--- config.mk ---
export PLATFORM = sky130hd
export DESIGN_NAME = turn_sequencer
export DESIGN_NICKNAME = d
export VERILOG_FILES = /design/src/rtl/turn_pkg.sv /design/src/rtl/turn_timer.sv /design/src/rtl/turn_sequencer.sv
export SDC_FILE = /design/constraint.sdc
export NUM_CORES = 1
export LEC_CHECK = 0
export BUFFER_PORTS_ARGS = -buffer_cell sky130_fd_sc_hd__buf_2
export CORE_ASPECT_RATIO = 0.9
export CORE_UTILIZATION = 55
export CTS_BUF_LIST = sky130_fd_sc_hd__clkbuf_8
export CTS_CLUSTER_SIZE = 28
export DETAILED_ROUTE_END_ITERATION = 6
export HOLD_SLACK_MARGIN = 0.03
export PLACE_DENSITY = 0.77
export REMOVE_ABC_BUFFERS = 1
export SYNTH_ARGS = -nofsm -noshare
export SYNTH_HDL_FRONTEND = slang
export SYNTH_SLANG_ARGS = --single-unit
--- constraint.sdc ---
create_clock -name clk -period 2.13 [get_ports clk]
set_input_delay 0.3195 -clock clk [delete_from_list [all_inputs] [get_ports clk]]
set_output_delay 0.3195 -clock clk [all_outputs]
set_load 0.05 [all_outputs]
--- src/rtl/turn_pkg.sv ---
// Shared types and helpers for the N-player turn sequencer.
// Holds the state encoding and the seat-rotation function.
package turn_pkg;

    localparam int STATE_W = 3;

    typedef enum logic [STATE_W-1:0] {
        IDLE  = 3'd0,
        INFO  = 3'd1,
        HUMAN = 3'd2,
        CPU   = 3'd3,
        CHECK = 3'd4,
        OVER  = 3'd5
    } state_t;

    // Seat following idx in an n-seat rotation; wraps from n-1 back to 0.
    function automatic int next_player(input int idx, input int n);
        return (idx >= n - 1) ? 0 : idx + 1;
    endfunction

endpackage

--- src/rtl/turn_timer.sv ---
// Per-turn seconds timer: a clk prescaler feeding a down-counting seconds register.
// expire flags the wrap cycle that takes the last second away.
module turn_timer #(
    parameter int TICKS_PER_SEC = 50_000_000,
    parameter int TURN_SECS     = 15,
    localparam int SW  = $clog2(TURN_SECS + 1),
    localparam int PSW = (TICKS_PER_SEC > 1) ? $clog2(TICKS_PER_SEC) : 1
) (
    input  logic          clk,
    input  logic          rst,
    input  logic          load,
    input  logic          run,
    output logic [SW-1:0] secs_left,
    output logic          expire
);

    logic [PSW-1:0] prescaler;
    logic           wrap;

    assign wrap   = run && (prescaler == PSW'(TICKS_PER_SEC - 1));
    assign expire = wrap && (secs_left == SW'(1));

    // Load wins over run so a fresh turn always starts from a full budget.
    always_ff @(posedge clk or posedge rst) begin
        if (rst) begin
            prescaler <= '0;
            secs_left <= '0;
        end else if (load) begin
            prescaler <= '0;
            secs_left <= SW'(TURN_SECS);
        end else if (run) begin
            if (wrap) begin
                prescaler <= '0;
                secs_left <= secs_left - SW'(1);
            end else begin
                prescaler <= prescaler + PSW'(1);
            end
        end
    end

endmodule

--- src/rtl/turn_sequencer.sv ---
// N-player turn controller: rotates seats, times each turn and runs the
// victory/draw check after every committed move.
module turn_sequencer
    import turn_pkg::*;
#(
    parameter int                     NUM_PLAYERS   = 2,
    parameter logic [NUM_PLAYERS-1:0] CPU_MASK      = 2'b10,
    parameter int                     TICKS_PER_SEC = 50_000_000,
    parameter int                     TURN_SECS     = 15,
    localparam int PW = (NUM_PLAYERS > 2) ? $clog2(NUM_PLAYERS) : 1,
    localparam int SW = $clog2(TURN_SECS + 1)
) (
    input  logic          clk,
    input  logic          rst,
    input  logic          start,
    input  logic          move_valid,
    input  logic          cpu_done,
    input  logic          win,
    input  logic          draw,
    output logic [PW-1:0] cur_player,
    output logic          info,
    output logic          alu_en,
    output logic          pmw,
    output logic [SW-1:0] secs_left,
    output logic          timeout,
    output logic          game_over,
    output logic          winner_valid,
    output logic [PW-1:0] winner
);

    // Mask padded to the full index range so any cur_player value selects in bounds.
    localparam int            MW       = 1 << PW;
    localparam logic [MW-1:0] CPU_PAD  = MW'(CPU_MASK);

    state_t state;
    logic   expire;

    assign info      = (state == INFO);
    assign alu_en    = (state == HUMAN);
    assign pmw       = (state == CPU);
    assign game_over = (state == OVER);

    turn_timer #(
        .TICKS_PER_SEC (TICKS_PER_SEC),
        .TURN_SECS     (TURN_SECS)
    ) u_timer (
        .clk       (clk),
        .rst       (rst),
        .load      (state == INFO),
        .run       ((state == HUMAN) || (state == CPU)),
        .secs_left (secs_left),
        .expire    (expire)
    );

    // A committed move always beats a same-cycle expiry.
    always_ff @(posedge clk or posedge rst) begin
        if (rst) begin
            state        <= IDLE;
            cur_player   <= '0;
            timeout      <= 1'b0;
            winner_valid <= 1'b0;
            winner       <= '0;
        end else begin
            timeout <= 1'b0;
            case (state)
                IDLE: begin
                    if (start) begin
                        state      <= INFO;
                        cur_player <= '0;
                    end
                end
                INFO: begin
                    state <= CPU_PAD[cur_player] ? CPU : HUMAN;
                end
                HUMAN: begin
                    if (move_valid) begin
                        state <= CHECK;
                    end else if (expire) begin
                        state      <= INFO;
                        cur_player <= PW'(next_player(int'(cur_player), NUM_PLAYERS));
                        timeout    <= 1'b1;
                    end
                end
                CPU: begin
                    if (cpu_done) begin
                        state <= CHECK;
                    end else if (expire) begin
                        state      <= INFO;
                        cur_player <= PW'(next_player(int'(cur_player), NUM_PLAYERS));
                        timeout    <= 1'b1;
                    end
                end
                CHECK: begin
                    if (win) begin
                        state        <= OVER;
                        winner       <= cur_player;
                        winner_valid <= 1'b1;
                    end else if (draw) begin
                        state        <= OVER;
                        winner_valid <= 1'b0;
                    end else begin
                        state      <= INFO;
                        cur_player <= PW'(next_player(int'(cur_player), NUM_PLAYERS));
                    end
                end
                OVER: begin
                    if (start) begin
                        state        <= INFO;
                        cur_player   <= '0;
                        winner_valid <= 1'b0;
                        winner       <= '0;
                    end
                end
                default: state <= IDLE;
            endcase
        end
    end

endmodule

# Word-level counts from Yosys, hierarchy flattened
# Index checks and enable logic that the tools add are counted.
# Widths: inputs -> output; s select.
# word_totals
inputBits	7
ff_bits	37
word_cells	73
# classes
eq_ne	15
n_reduce_logical	13
n_lt_le_gt_ge	2
mux	33
n_addsub	3
# op_table
operator	n
$mux 26	3
$add 26x1->26 const B	1
$eq 26x26->1 const B	1
$mux 3	6
$mux 1	16
$pmux 3 s5	1
$mux 4	3
$ne 2x2->1 const B	6
$eq 3x2->1 const B	2
$eq 3x3->1 const B	2
$pmux 1 s2	3
$reduce_and 3->1	2
$reduce_and 6->1	1
$reduce_bool 2->1	3
$eq 4x1->1 const B	1
$pmux 1 s4	1
$reduce_bool 4->1	1
$sub 4x1->4 const B	1
$eq 3x1->1 const B	1
$logic_not 3->1	1
$ne 3x3->1 const B	1
$logic_and 1x1->1	2
$lt 1x2->1 const B	1
$ne 2x1->1 const B	1
5 further kinds	5

# Logic depth before layout (Yosys ltp)
# depth
word_depth	7
mapped_depth	6
ltp_nobuf	6

# Cells and area by module
# From an unflattened synthesis, not the netlist that was laid out.
# hier_totals
cells_unflattened	225
hier_area_um2	2159.6
# modules_own_cells
mod	area_each_um2	instances	seq_area_each_um2	cells_per_inst
turn_timer	1715.4	1	750.7	175
turn_sequencer	444.2	1	175.2	50

# Least setup slack after synthesis
# Ideal clock, no wire load.
# synth_path
kind	flip-flop to flip-flop
from	register u_timer.secs_left[0]
to	register cur_player
t_arrival_ps	2230
required_ps	2066
slack_ps	-164
path_stages_with_launch	6
path_cell_list	dfrtp_1 ha_1 or3b_2 or4_2 nor4b_1 a211o_1
# synth_via
elab_chain_len	5
elab_cells_between_ends	6
classes_between	1 x eq/ne; 4 x mux; 1 x reduce/logical
# synth_rtl
item	line_no	rtl
start, declared	turn_timer.sv:13	output logic [SW-1:0] secs_left,
start signal, assigned	turn_timer.sv:30	secs_left <= SW'(TURN_SECS);
start signal, assigned	turn_timer.sv:34	secs_left <= secs_left - SW'(1);
$eq 4x1->1 *	turn_timer.sv:21	assign expire = wrap && (secs_left == SW'(1));
$logic_and 1x1->1 *	turn_timer.sv:21	
$mux 1 *	--	
$mux 1 (on tied branches)	--	
$pmux 1 s4 *	--	
end signal, assigned	turn_sequencer.sv:80	cur_player <= PW'(next_player(int'(cur_player), NUM_PLAYERS));
end signal, assigned	turn_sequencer.sv:89	cur_player <= PW'(next_player(int'(cur_player), NUM_PLAYERS));
end signal, assigned	turn_sequencer.sv:103	cur_player <= PW'(next_player(int'(cur_player), NUM_PLAYERS));
end, declared	turn_sequencer.sv:20	output logic [PW-1:0] cur_player,
# Every way passes the cells marked *; elsewhere a longest branch is shown, timed or not. The select of a mux whose other input is x is not followed.
# A chain may end at the register's enable or synchronous reset.

# Worst setup path in the final report
# layout_path
from	register state[2]
to	output info
# layout_via
elab_chain_len	1
# layout_rtl
item	line_no	rtl
start, declared	turn_sequencer.sv:35	state_t state;
start signal, assigned	turn_sequencer.sv:73	state <= CPU_PAD[cur_player] ? CPU : HUMAN;
$eq 3x1->1	turn_sequencer.sv:38	assign info = (state == INFO);
end, declared	turn_sequencer.sv:21	output logic info,
# Every way passes these cells.

==> impl_metrics.yaml <==
synth:
  synth_cell_type_count: 56
  syn_area_um2: 2267
  yosysSeqAreaShare: 0.4084
  yosysTopAreaCellShare: 0.4084
  syn_inst: 244
  synthTopCellsByArea: "dfrtp_1, a21oi_1, or4_1"
  synth-edff-count: 0
  yosys_warnings: 0
  synth_top_cell_by_area: "dfrtp_1"
  synth_ff_type: "dfrtp_1"
  syn_avg_cell_area_um2: 9.292
  ys_ff_latch: 37
  async_reset_ff_frac: 1.000
sta:
  finalSetupViolations: 0
  period_needed_ns: 2.059
  max_freq_mhz: 485.7
  slew_headroom: 0.5456
  clock_skew_ns: 0.005031
  hold_viol_final: 0
  fin_setup_tns_ns: 0
  final_max_slew_viol_count: 0
  tightestPinTransition_ns: 0.6809
  period_share: 0.9667
finish:
  drive_gt1_frac: 0.2437
  nNetsFinal: 289
  area_delta_synth_final_pct: 16.45
  antenna_cells: 0
  layout_commonest_cell: "dfrtp_1"
  final_cell_mix: "dfrtp_1, a21oi_1, buf_4, buf_2, nor2_1"
  stdcell_count: 325
  fin_area_um2: 2640
  final_util: 0.6882
floorplan:
  initial_core_util: 0.5910
  rows: 21
  coreArea_um2: 3836
  dieArea_um2: 4383
  dieHeight_um: 62.91
  die-width_um: 69.68
  ios: 19
routing:
  wl_met3_um: 251
  via_per_inst: 6.329
  drcViolationCount: 0
  drt-met1-wl_um: 2635
  wl_met2_um: 2439
  first_pass_iters: 4
  wirelength_um: 5368
  first_iter_violations: 164
  top_layer: "met4"
  postRouteAntennaNets: 0
  wl_per_cell_um: 16.52
  vias: 2057
clocking:
  path_clk_slew_ns: 0.07
  h-tree-depth: 2
  cts_tree: "built"
  root_buffer: "clkbuf_8"
  cts_sinks: 37
  clk_path_buf_depth: 2
  insertion_delay_ns: 0.29
  cts-buffers-inserted: 5
  cts_hold_buffers: 0
grt:
  grt_pass1_wl_um: 9584
  track_usage: 0.2760
  overflow: 0
  antenna_found_initial: 0
  grt_pass1_vias: 1940
  grt_max_degree: 38
placement:
  placed_area_um2: 2522
  dp_cells: 317
  portBuffers: 18
  gp_congestion: 0.8818
  dp_hpwl_um: 3952
critical_path:
  crit_arrival_ns: 1.74
  required_ns: 1.81
  timing.rr.end: "u_timer.prescaler[18]"
  end_kind: "primary output"
  critPathMaxFanout: 13
  crit_type: "reg -> out"
  worstReg2RegStart: "u_timer.prescaler[14]"
  r2r_cells: 4
  rrSetupSlack_ns: 0.10
  cp-start-kind: "flip-flop"
power_and_ir_drop:
  power_density_nw_per_um2: 910.0
  p_leak_nw: 1.114
  ir_worst_vdd_v: 0.0006704
run:
  drv_cap: 0
outcome:
  status: "completed"
min_path:
  worstHoldPathType: "in -> async"
[through the flow]
stage	power (W)	worst slack, ns	hold slack [ns]
floorplan	0.001544	-0.6041	0.4992
global placement	0.001898	0.1103	0.4531
detailed placement	0.001913	0.001611	0.4590
CTS	0.002405	0.04071	0.1448
global route	0.002551	-0.004247	0.1865
finish	0.002402	0.07093	0.1314
[layer usage]
| layer | vias up | global-route usage |
|---|---|---|
| met5 | - | 0 |
| met4 | 0 | 0.09000 |
| met3 | 4 | 0.04677 |
| met2 | 58 | 0.4005 |
| met1 | 1000 | 0.4174 |
| li1 | 995 | - |
[cell usage after synthesis, types with 3 or more instances]
master,number
and4_1,3
xnor2_1,3
o21ai_0,10
inv_1,12
nor3_1,4
nor2b_1,3
or3_1,4
a21oi_1,23
nand4_1,8
a31oi_1,3
o31ai_1,12
nor2_1,15
dfrtp_1,37
nor4_1,4
nand2_1,11
nand3_1,10
nor4b_1,3
or4_1,13
mux2_2,5
or2_2,3
xor2_1,4
buf_4,3
ha_1,3
buf_2,3
clkbuf_1,4
[sequential cells by signal, summed over array words and instances, names as in the netlist]
name / cells
cur_player: 1
state: 3
timeout: 1
u_timer.prescaler: 26
u_timer.secs_left: 4
winner: 1
winner_valid: 1
[report_power, final]
group | total (W) | leakage (nW) | internal (W) | switching (W)
clock network | 0.000485 | 0.0485 | 0.000252 | 0.000233
logic | 0.00106 | 0.586 | 0.000414 | 0.000649
registers | 0.000855 | 0.480 | 0.000780 | 0.0000750
[area by class of cell]
cell class                      count  area, um2
Clock buffer                        6      82.58
Clock inverter                      1      3.754
Fill cell                         328       1196
Inverter                           12      45.04
Multi-Input combinational cell    182       1250
Sequential cell                    37      925.9
Tap cell                           46      57.56
Timing Repair Buffer               41      275.3
[worst max path at each step]
stage,startpoint,to,cells past startpoint,slack (ns)
floorplan,u_timer.prescaler[0],u_timer.secs_left[0],5,-0.60
global placement,u_timer.secs_left[1],cur_player,6,0.11
detailed placement,u_timer.secs_left[1],cur_player,6,0.002
CTS,u_timer.secs_left[1],cur_player,6,0.04
global route,u_timer.prescaler[0],u_timer.prescaler[21],7,-0.004
finish,state[2],info,4,0.07
[critical path, stage by stage, from the launching register on]
cell and delay (ns):
dfrtp_1 0.38, buf_4 0.18, or3_1 0.48, inv_1 0.14, buf_2 0.27
[cell families (layout without fill, tap and decap cells)]
group                    Yosys count  in the layout  share of synthesized area
AND/OR/NAND/NOR                  102            102                     0.2859
AO/OA/AOI/OAI                     63             63                     0.1777
flip-flops                        37             37                     0.4084
buffers and inverters             25             60                    0.05077
XOR/XNOR                           7              7                    0.02704
multiplexers                       7              7                    0.03366
adder cells (fa/ha/maj)            3              3                    0.01656
[timing repair]
action,in CTS,in global routing
endpoints found under the setup margin,1,20
setup buffers,0,1
resized for setup,1,4
pin swaps,0,2
(Power assumes the default switching activity.)
